<file path="src/rtl/task_regfile.sv">
// Two-bank register file with per-task PC/QP and same-cycle write bypass on the read ports.
// All updates land one edge after the strobe; the block is always ready and takes every strobe at its edge.
module task_regfile #(
  parameter logic [15:0] RESET_PC = 16'h0000,
  parameter logic [15:0] RESET_QP = 16'h0000
) (
  input  logic        clk,
  input  logic        rst_n,
  input  logic [15:0] wb_result,
  input  logic        wb_ws_reg,
  input  logic        wb_ws_pc,
  input  logic        wb_ws_qp,
  input  logic        wb_ts,
  input  logic [3:0]  wb_sel_rd,
  input  logic        rd_ts,
  input  logic [3:0]  rd_sel_a,
  input  logic [3:0]  rd_sel_b,
  output logic [15:0] rd_a,
  output logic [15:0] rd_b,
  input  logic        pc_ts,
  input  logic        pc_adv,
  input  logic        qp_inc,
  input  logic        qp_dec,
  output logic [15:0] pc_out,
  output logic [15:0] qp_out,
  output logic [7:0]  wb_count
);

  logic [15:0] regs [2][16];
  logic [15:0] pc   [2];
  logic [15:0] qp   [2];
  logic [7:0]  count;

  logic any_wb;
  assign any_wb = wb_ws_reg | wb_ws_pc | wb_ws_qp;

  always_ff @(posedge clk or negedge rst_n) begin
    if (!rst_n) begin
      for (int t = 0; t < 2; t++) begin
        for (int i = 0; i < 16; i++) begin
          regs[t][i] <= '0;
        end
        pc[t] <= RESET_PC;
        qp[t] <= RESET_QP;
      end
      count <= '0;
    end else begin
      if (wb_ws_reg) begin
        regs[wb_ts][wb_sel_rd] <= wb_result;
      end
      for (int t = 0; t < 2; t++) begin
        // A writeback to the same task overrides any local advance.
        if (wb_ws_pc && (wb_ts == t[0])) begin
          pc[t] <= wb_result;
        end else if (pc_adv && (pc_ts == t[0])) begin
          pc[t] <= pc[t] + 16'd1;
        end

        if (wb_ws_qp && (wb_ts == t[0])) begin
          qp[t] <= wb_result;
        end else if (pc_ts == t[0]) begin
          if (qp_inc && !qp_dec) begin
            qp[t] <= qp[t] + 16'd1;
          end else if (qp_dec && !qp_inc) begin
            qp[t] <= qp[t] - 16'd1;
          end
        end
      end
      if (any_wb) begin
        count <= count + 8'd1;
      end
    end
  end

  // Write-first bypass so operand fetch sees the value being committed this cycle.
  assign rd_a = (wb_ws_reg && (wb_ts == rd_ts) && (wb_sel_rd == rd_sel_a)) ? wb_result
                                                                            : regs[rd_ts][rd_sel_a];
  assign rd_b = (wb_ws_reg && (wb_ts == rd_ts) && (wb_sel_rd == rd_sel_b)) ? wb_result
                                                                            : regs[rd_ts][rd_sel_b];

  assign pc_out   = pc[pc_ts];
  assign qp_out   = qp[pc_ts];
  assign wb_count = count;

endmodule

</file>
<file path="config.mk">
export PLATFORM = sky130hd
export DESIGN_NAME = task_regfile
export DESIGN_NICKNAME = d
export VERILOG_FILES = /design/src/rtl/task_regfile.sv
export SDC_FILE = /design/constraint.sdc
export NUM_CORES = 1
export LEC_CHECK = 0
export ABC_AREA = 1
export BUFFER_PORTS_ARGS = -buffer_cell sky130_fd_sc_hd__buf_2
export CAP_MARGIN = 40
export CORE_ASPECT_RATIO = 0.5
export CORE_MARGIN = 1
export CORE_UTILIZATION = 34
export DETAILED_ROUTE_END_ITERATION = 16
export PLACE_DENSITY = 0.6
export SLEW_MARGIN = 20
export SYNTH_ARGS = -nofsm -noshare
export SYNTH_HDL_FRONTEND = slang
export SYNTH_SLANG_ARGS = --single-unit
</file>
<file path="constraint.sdc">
create_clock -name clk -period 5.4 [get_ports clk]
set_input_delay 1.08 -clock clk [delete_from_list [all_inputs] [get_ports clk]]
set_output_delay 1.08 -clock clk [all_outputs]
set_load 0.01 [all_outputs]
</file>
==> results of run 1 <==
-- through the flow --
stage,setup slack (ns),util [%],area [sq um]
after floorplan,2.158,-,31870
after global placement,0.8028,36.52,33500
after detailed placement,0.7478,36.80,33760
after CTS,0.7538,38.95,35730
after global routing,0.4504,38.95,35730
final,0.6387,38.95,35730
-- layout by cell type, fill, tap and decap left out, types with 3 or more instances in the layout --
master,n
buf_12,18
clkbuf_16,57
inv_2,11
inv_1,148
bufinv_16,5
o21ai_0,462
buf_16,6
xnor2_1,15
nor2_1,52
a21o_1,3
clkbuf_8,16
nor2_2,4
buf_2,105
clkinv_4,4
nand2_2,5
clkbuf_1,11
o211ai_1,4
o221ai_1,25
clkinvlp_4,5
nand2_1,1444
nand3_1,1025
clkinv_2,7
buf_4,65
o21ai_1,99
ha_1,37
dfrtp_1,584
xor2_1,26
clkinv_1,3
nor3_1,8
o22ai_1,22
o21bai_1,14
buf_8,5
a21oi_1,33
-- critical path: stages --
cell	delay, ns
clkbuf_8	0.45
buf_4	0.79
o21ai_1	0.26
nor3_2	0.18
nand2_2	0.21
inv_2	0.29
nand2_1	0.10
nand2_1	0.08
buf_2	0.12
-- area by class of cell --
type | instances | area (sq um) | area share [%]
clock buffers | 83 | 1674 | 4.685
flip-flops and latches | 584 | 14610 | 40.90
multi-input cells | 3298 | 15330 | 42.89
clock inverters | 24 | 295.3 | 0.8264
repair buffers | 201 | 1639 | 4.587
inverters | 165 | 631.9 | 1.768
well taps | 1240 | 1551 | 4.342
-- worst paths after layout --
| kind | startpoint | end | depth (start not counted) |
|---|---|---|---|
| setup / recovery | rd_ts | rd_b[13] | 9 |
| hold / removal | wb_count[7] | wb_count[7] | 1 |
| setup reg to reg | qp[16] | qp[30] | 12 |
| hold reg to reg | wb_count[7] | wb_count[7] | 1 |
| max in group asynchronous | rst_n | regs[81] | 2 |
| min in group asynchronous | rst_n | regs[221] | 1 |
-- report_power, final --
part / total (mW) / internal, mW / switching (mW) / leakage, nW
Clock: 4.30 / 2.40 / 1.90 / 0.957
Sequential: 5.76 / 5.22 / 0.535 / 7.52
Combinational: 3.31 / 1.19 / 2.12 / 8.52
Total: 13.4 / 8.82 / 4.56 / 17.0
-- layer usage --
layer,part of all wire [%],vias to the layer above
met5,0,-
met1,42,14990
li1,-,14470
met2,43,1432
met4,4.9,0
met3,9.2,285
-- cell families after synthesis --
logic type / after synthesis
muxes: 1
AOI/OAI and AO/OA: 666
DFF: 584
buffers and inverters: 488
adders and majority gates: 39
and+or+nand+nor: 2551
xor gates and xnor gates: 41
-- flip-flops by register name, indices dropped and copies added (netlist names) --
signal,flops
pc,32
qp,32
regs,512
wb_count,8
==> qor.yml, run 1 <==
status:
  run_status: "completed"
global_route:
  antenna_found_initial: 3
  met3_usage_pct: 5.098
  grt_pass1_vias: 29650
  grt_usage_pct: 24.40
  busiest_layer: "met2"
  met1_usage_pct: 32.87
  grt_overflow: 0
  grt_pass1_wl_um: 180100
  grt_use_met2_pct: 37.49
  grt_max_degree: 130
sta:
  hold_violations: 0
  finalCritPeriodShare_pct: 88.17
  skew_ns: 0.02107
  rsz0062_at_grt: "false"
  report.final.slew_viol_count: 0
  setup_viol: 0
  worstMarginPinSlew_ns: 1.006
  max-slew-margin-rel_pct: 32.93
  hold_ws_ns: 0.4670
  fin_tns_setup_ns: 0
  fmax_ghz: 0.2100
  min_period_ns: 4.761
floorplanning:
  core_sq_um: 91740
  dieArea_sq_um: 95040
  die_y_um: 218.5
  initial_core_util_pct: 34.74
  dieWidth_um: 435.0
  io_pins: 111
  row_count: 78
clock_tree:
  clockRootBuffer: "clkbuf_16"
  numCtsBuffers: 57
  insertion_delay_ns: 0.66
  ctsHoldBuffers: 0
  cts_max_level: 2
  cts_sinks: 584
  clk_pin_slew_ns: 0.07
  post_cts_buffers: 0
  cts_resized: 0
  cts_tree: "done"
  clockBufferDepth: 3
synthesis:
  async_reset_ff_share_pct: 100.0
  synth_flop_cell: "dfrtp_1"
  syn-instance-count: 4370
  yosysWarningCount: 0
  synth_top_area_share_pct: 45.86
  syn_area_sq_um: 31870
  yosysMostFrequentCell: "nand2_1"
  synth_mux_area_share_pct: 0.03533
  synth_fp_nets: 4448
  synth_edf_count: 0
  synth_cell_types: 38
  ys_top_cells_by_area: "dfrtp_1 46%, nand2_1 17%, nand3_1 16%"
  yosys.area_share.simple_pct: 34.31
  yosys-top-cells-count: "1446 x nand2_1, 1025 x nand3_1, 584 x dfrtp_1"
  yosys.area_share.adder_pct: 1.578
  synth_compound_area_share_pct: 11.03
  synth_top_family_by_area: "simple AND/OR/NAND/NOR gates"
  synth_top_area_cell: "dfrtp_1"
  yosysSeqAreaShare_pct: 45.86
  syn_avg_cell_area_sq_um: 7.293
  ys_ff_latch: 584
  synth-xor-area-share_pct: 1.127
min_path:
  hp-class: "flop to flop"
power_and_ir_drop:
  power_mw: 13.38
  leakagePower_nw: 17.00
  power_density_nw_per_um2: 374.3
  peakVddDrop_mv: 0.2562
drt:
  drc: 0
  ant_nets: 0
  drt_iter0_markers: 3799
  num_vias: 31170
  drt_wl_total_um: 117500
  via_per_inst: 5.572
  dr.pass1.iters: 8
  wire_per_inst_um: 21.00
job:
  drv_cap: 0
placed_design:
  dp_cells: 5488
  gp_congestion: 0.9148
  io_buffers: 110
  dp_hpwl_um: 72300
finish:
  areaGrowthSynthToFinish_pct: 12.12
  layoutNonFillerInstCount: 5595
  num_antenna_cells: 0
  drive_gt1_share_pct: 7.486
  layout.nets: 4385
  layout.filler_cells: 9542
setup_path:
  worstPathArrival_ns: 3.68
  path_class: "primary input to output port"
  start_kind: "primary input"
  worstPathRequired_ns: 4.32
  rrSetupSlack_ns: 3.14
  cp_max_fo: 70
  end_kind: "output port"
No activity file was read; power rests on OpenSTA's default activity.
==> run 2: changes to the inputs <==
--- a/config.mk
+++ b/config.mk
@@ -5,14 +5,14 @@
 export SDC_FILE = /design/constraint.sdc
 export NUM_CORES = 1
 export LEC_CHECK = 0
-export ABC_AREA = 1
+export ABC_AREA = 0
 export BUFFER_PORTS_ARGS = -buffer_cell sky130_fd_sc_hd__buf_2
 export CAP_MARGIN = 40
 export CORE_ASPECT_RATIO = 0.5
 export CORE_MARGIN = 1
 export CORE_UTILIZATION = 34
 export DETAILED_ROUTE_END_ITERATION = 16
-export PLACE_DENSITY = 0.6
+export PLACE_DENSITY = 0.62
 export SLEW_MARGIN = 20
 export SYNTH_ARGS = -nofsm -noshare
 export SYNTH_HDL_FRONTEND = slang
==> constraint.sdc (replaced) <==
create_clock -name clk -period 3.8 [get_ports clk]
set_input_delay 0.76 -clock clk [delete_from_list [all_inputs] [get_ports clk]]
set_output_delay 0.76 -clock clk [all_outputs]
set_load 0.01 [all_outputs]
==> qor.yml, run 2 <==
status:
  run_status: "completed"
placed_design:
  gp_congestion: 0.8390  # -8.3%
  placed_area_sq_um: 36010  # +6.7%
  dp_hpwl_um: 62160  # -14%
  dp_cells: 3783  # -31%
  place_ws_ns: 0.02068  # -0.7271 ns
  io_buffers: 110  # unchanged
drt:
  via_per_inst: 5.700  # +2.3%
  drc: 0  # unchanged
  drt_wl_total_um: 95860  # -18%
  drt_iter0_markers: 1711  # -55%
  dr.pass1.iters: 8  # unchanged
  ant_nets: 0  # unchanged
  wire_per_inst_um: 24.61  # +17%
  num_vias: 22200  # -29%
clock_tree:
  cts_sinks: 584  # unchanged
  post_cts_buffers: 0  # unchanged
  clk_pin_slew_ns: 0.06  # about the same
  cts_tree: "done"
  clockBufferDepth: 3  # unchanged
  ctsHoldBuffers: 0  # unchanged
  clockRootBuffer: "clkbuf_16"
  cts_max_level: 2  # unchanged
  numCtsBuffers: 60  # +5.3%
  cts_resized: 0  # unchanged
  insertion_delay_ns: 0.62  # -0.04 ns
synthesis:
  ys_ff_latch: 584  # unchanged
  syn-instance-count: 2469  # -44%
  yosysSeqAreaShare_pct: 44.04  # -1.8 points
  synth_compound_area_share_pct: 5.053  # -6.0 points
  synth_flop_cell: "dfrtp_1"
  async_reset_ff_share_pct: 100.0  # unchanged
  yosysWarningCount: 0  # unchanged
  synth_top_area_cell: "dfrtp_1"
  syn_avg_cell_area_sq_um: 13.44  # +84%
  synth_top_area_share_pct: 44.04  # -1.8 points
  ys_top_cells_by_area: "dfrtp_1 44%, mux4_2 18%, mux2_2 18%"
  synth_edf_count: 0  # unchanged
  yosysMostFrequentCell: "dfrtp_1"
  synth_cell_types: 55  # +45%
  synth_fp_nets: 2547  # -43%
  synth_mux_area_share_pct: 39.36  # +39 points
  yosys.area_share.simple_pct: 4.819  # -29 points
  yosys.area_share.adder_pct: 1.516  # -0.062 points
  syn_area_sq_um: 33180  # +4.1%
  yosys-top-cells-count: "584 x dfrtp_1, 523 x mux2_2, 268 x mux4_2"
  synth_top_family_by_area: "multiplexers"
  synth-xor-area-share_pct: 1.900  # +0.77 points
global_route:
  grt_usage_pct: 19.35  # -5.0 points
  antenna_found_initial: 4  # +1
  met3_usage_pct: 2.893  # -2.2 points
  grt_max_degree: 85  # -35%
  grt_overflow: 0  # unchanged
  grt_pass1_vias: 22770  # -23%
  busiest_layer: "met2"
  met1_usage_pct: 26.07  # -6.8 points
  grt_pass1_wl_um: 145800  # -19%
  grt_use_met2_pct: 32.27  # -5.2 points
finish:
  final_area_sq_um: 38110  # +6.7%
  layout_common_cells: "584 x dfrtp_1, 523 x mux2_2, 268 x mux4_2"
  layout.filler_cells: 8856  # -7.2%
  top_register: "regs"
  reg_top3: "regs: 512 flops, pc: 32 flops, qp: 32 flops"
  areaGrowthSynthToFinish_pct: 14.86
  final_common_cell: "dfrtp_1"
  layout.nets: 2652  # -40%
  largest_reg_flops: 512  # unchanged
  layoutNonFillerInstCount: 3895  # -30%
  drive_gt1_share_pct: 45.25  # +38 points
power_and_ir_drop:
  switching_power_mw: 5.832  # +28%
  leakagePower_nw: 16.28  # -4.3%
  power_density_nw_per_um2: 524.2  # +40%
  combPwrFrac_pct: 26.0  # +1.2 points
  pwr-share-clk_pct: 31.5  # -0.7 points
  seq_power_share_pct: 42.5  # -0.6 points
  peakVddDrop_mv: 0.3452  # +35%
  intPower_mw: 14.15  # +60%
  swShare_pct: 29.19  # -4.9 points
sta:
  hold_ws_ns: 0.09162  # -0.3753 ns
  fmax_ghz: 0.2706
  rsz0062_at_grt: "false"
  finalCritPeriodShare_pct: 97.25
  max-slew-margin-rel_pct: 44.66  # +12 points
  fin_tns_setup_ns: 0  # unchanged
  setup_ws_ns: 0.1046  # -0.5340 ns
  min_period_ns: 3.695
  setup_viol: 0  # unchanged
  report.final.slew_viol_count: 0  # unchanged
  hold_violations: 0  # unchanged
  skew_ns: 0.008390  # -0.01268 ns
  worstMarginPinSlew_ns: 0.8301  # -0.1759 ns
setup_path:
  rrSetupSlack_ns: 1.19  # -1.95 ns
  start_kind: "primary input"
  worstPathArrival_ns: 2.94  # -0.74 ns
  worstPathRequired_ns: 3.04  # -1.28 ns
  end_kind: "output port"
  path_class: "primary input to output port"
  cp_max_fo: 26  # -63%
min_path:
  hp-class: "primary input to asynchronous set/reset pin"
floorplanning:
  io_pins: 111  # unchanged
  dieWidth_um: 443.8  # +2.0%
  initial_core_util_pct: 34.57  # -0.17 points
  core_sq_um: 95990  # +4.6%
  die_y_um: 222.9  # +2.0%
  row_count: 80  # +2.6%
  dieArea_sq_um: 98920  # +4.1%
job:
  drv_cap: 0  # unchanged
-- run 2: logic make-up after synthesis --
kind of cell | after synthesis
AO/OA/AOI/OAI | 294
XOR/XNOR | 72
adder cells (fa/ha/maj) | 39
buffers and inverters | 244
flip-flops | 584
multiplexers | 900
AND/OR/NAND/NOR | 336
-- run 2: stage by stage --
| stage | util (%) | total power, mW |
|---|---|---|
| finish | 39.70 | 19.98 |
| global route | 39.70 | 20.90 |
| CTS | 39.69 | 20.05 |
| detailed placement | 37.52 | 13.73 |
| global placement | 37.48 | 13.54 |
| floorplan | - | 12.04 |
-- run 2: worst paths after layout --
kind / start / end / cells past startpoint
worst max-delay path: rd_ts / rd_a[7] / 7
worst min-delay path: rst_n / regs[260] / 1
worst max register to register: qp[0] / qp[12] / 9
worst min register to register: wb_count[7] / wb_count[7] / 1
max in group asynchronous: rst_n / regs[296] / 2
min in group clk: wb_count[7] / wb_count[7] / 1
-- run 2: layout make-up --
type	instances	area, sq um	share of cell area (%)
multi-input combinational	1641	17550	46.04
sequential	584	14610	38.34
timing repair buffer	272	2208	5.794
clock buffer	86	1770	4.645
tap	1271	1590	4.173
clock inverter	21	312.8	0.8207
inverter	15	56.30	0.1477
antenna	5	12.51	0.03283
-- run 2: critical path: stages --
cell,delay (ns)
buf_12,0.22
buf_12,0.23
mux4_2,0.52
mux4_2,0.54
mux2i_1,0.16
o21ai_1,0.21
buf_2,0.22
-- run 2: power groups by stage --
stage	Sequential (mW)	Clock [mW]	Combinational, mW
finish	8.49	6.29	5.20
floorplan	8.23	0	3.81
CTS	8.45	6.39	5.20
detailed placement	8.55	0	5.17
global placement	8.49	0	5.06
global route	8.65	6.64	5.61
-- run 2: metal layers --
metal / share of wire (%) / routed length [um]
met5: 0 / 0
met4: 2.8 / 2693
met3: 5.7 / 5486
met2: 48 / 46220
met1: 43 / 41460
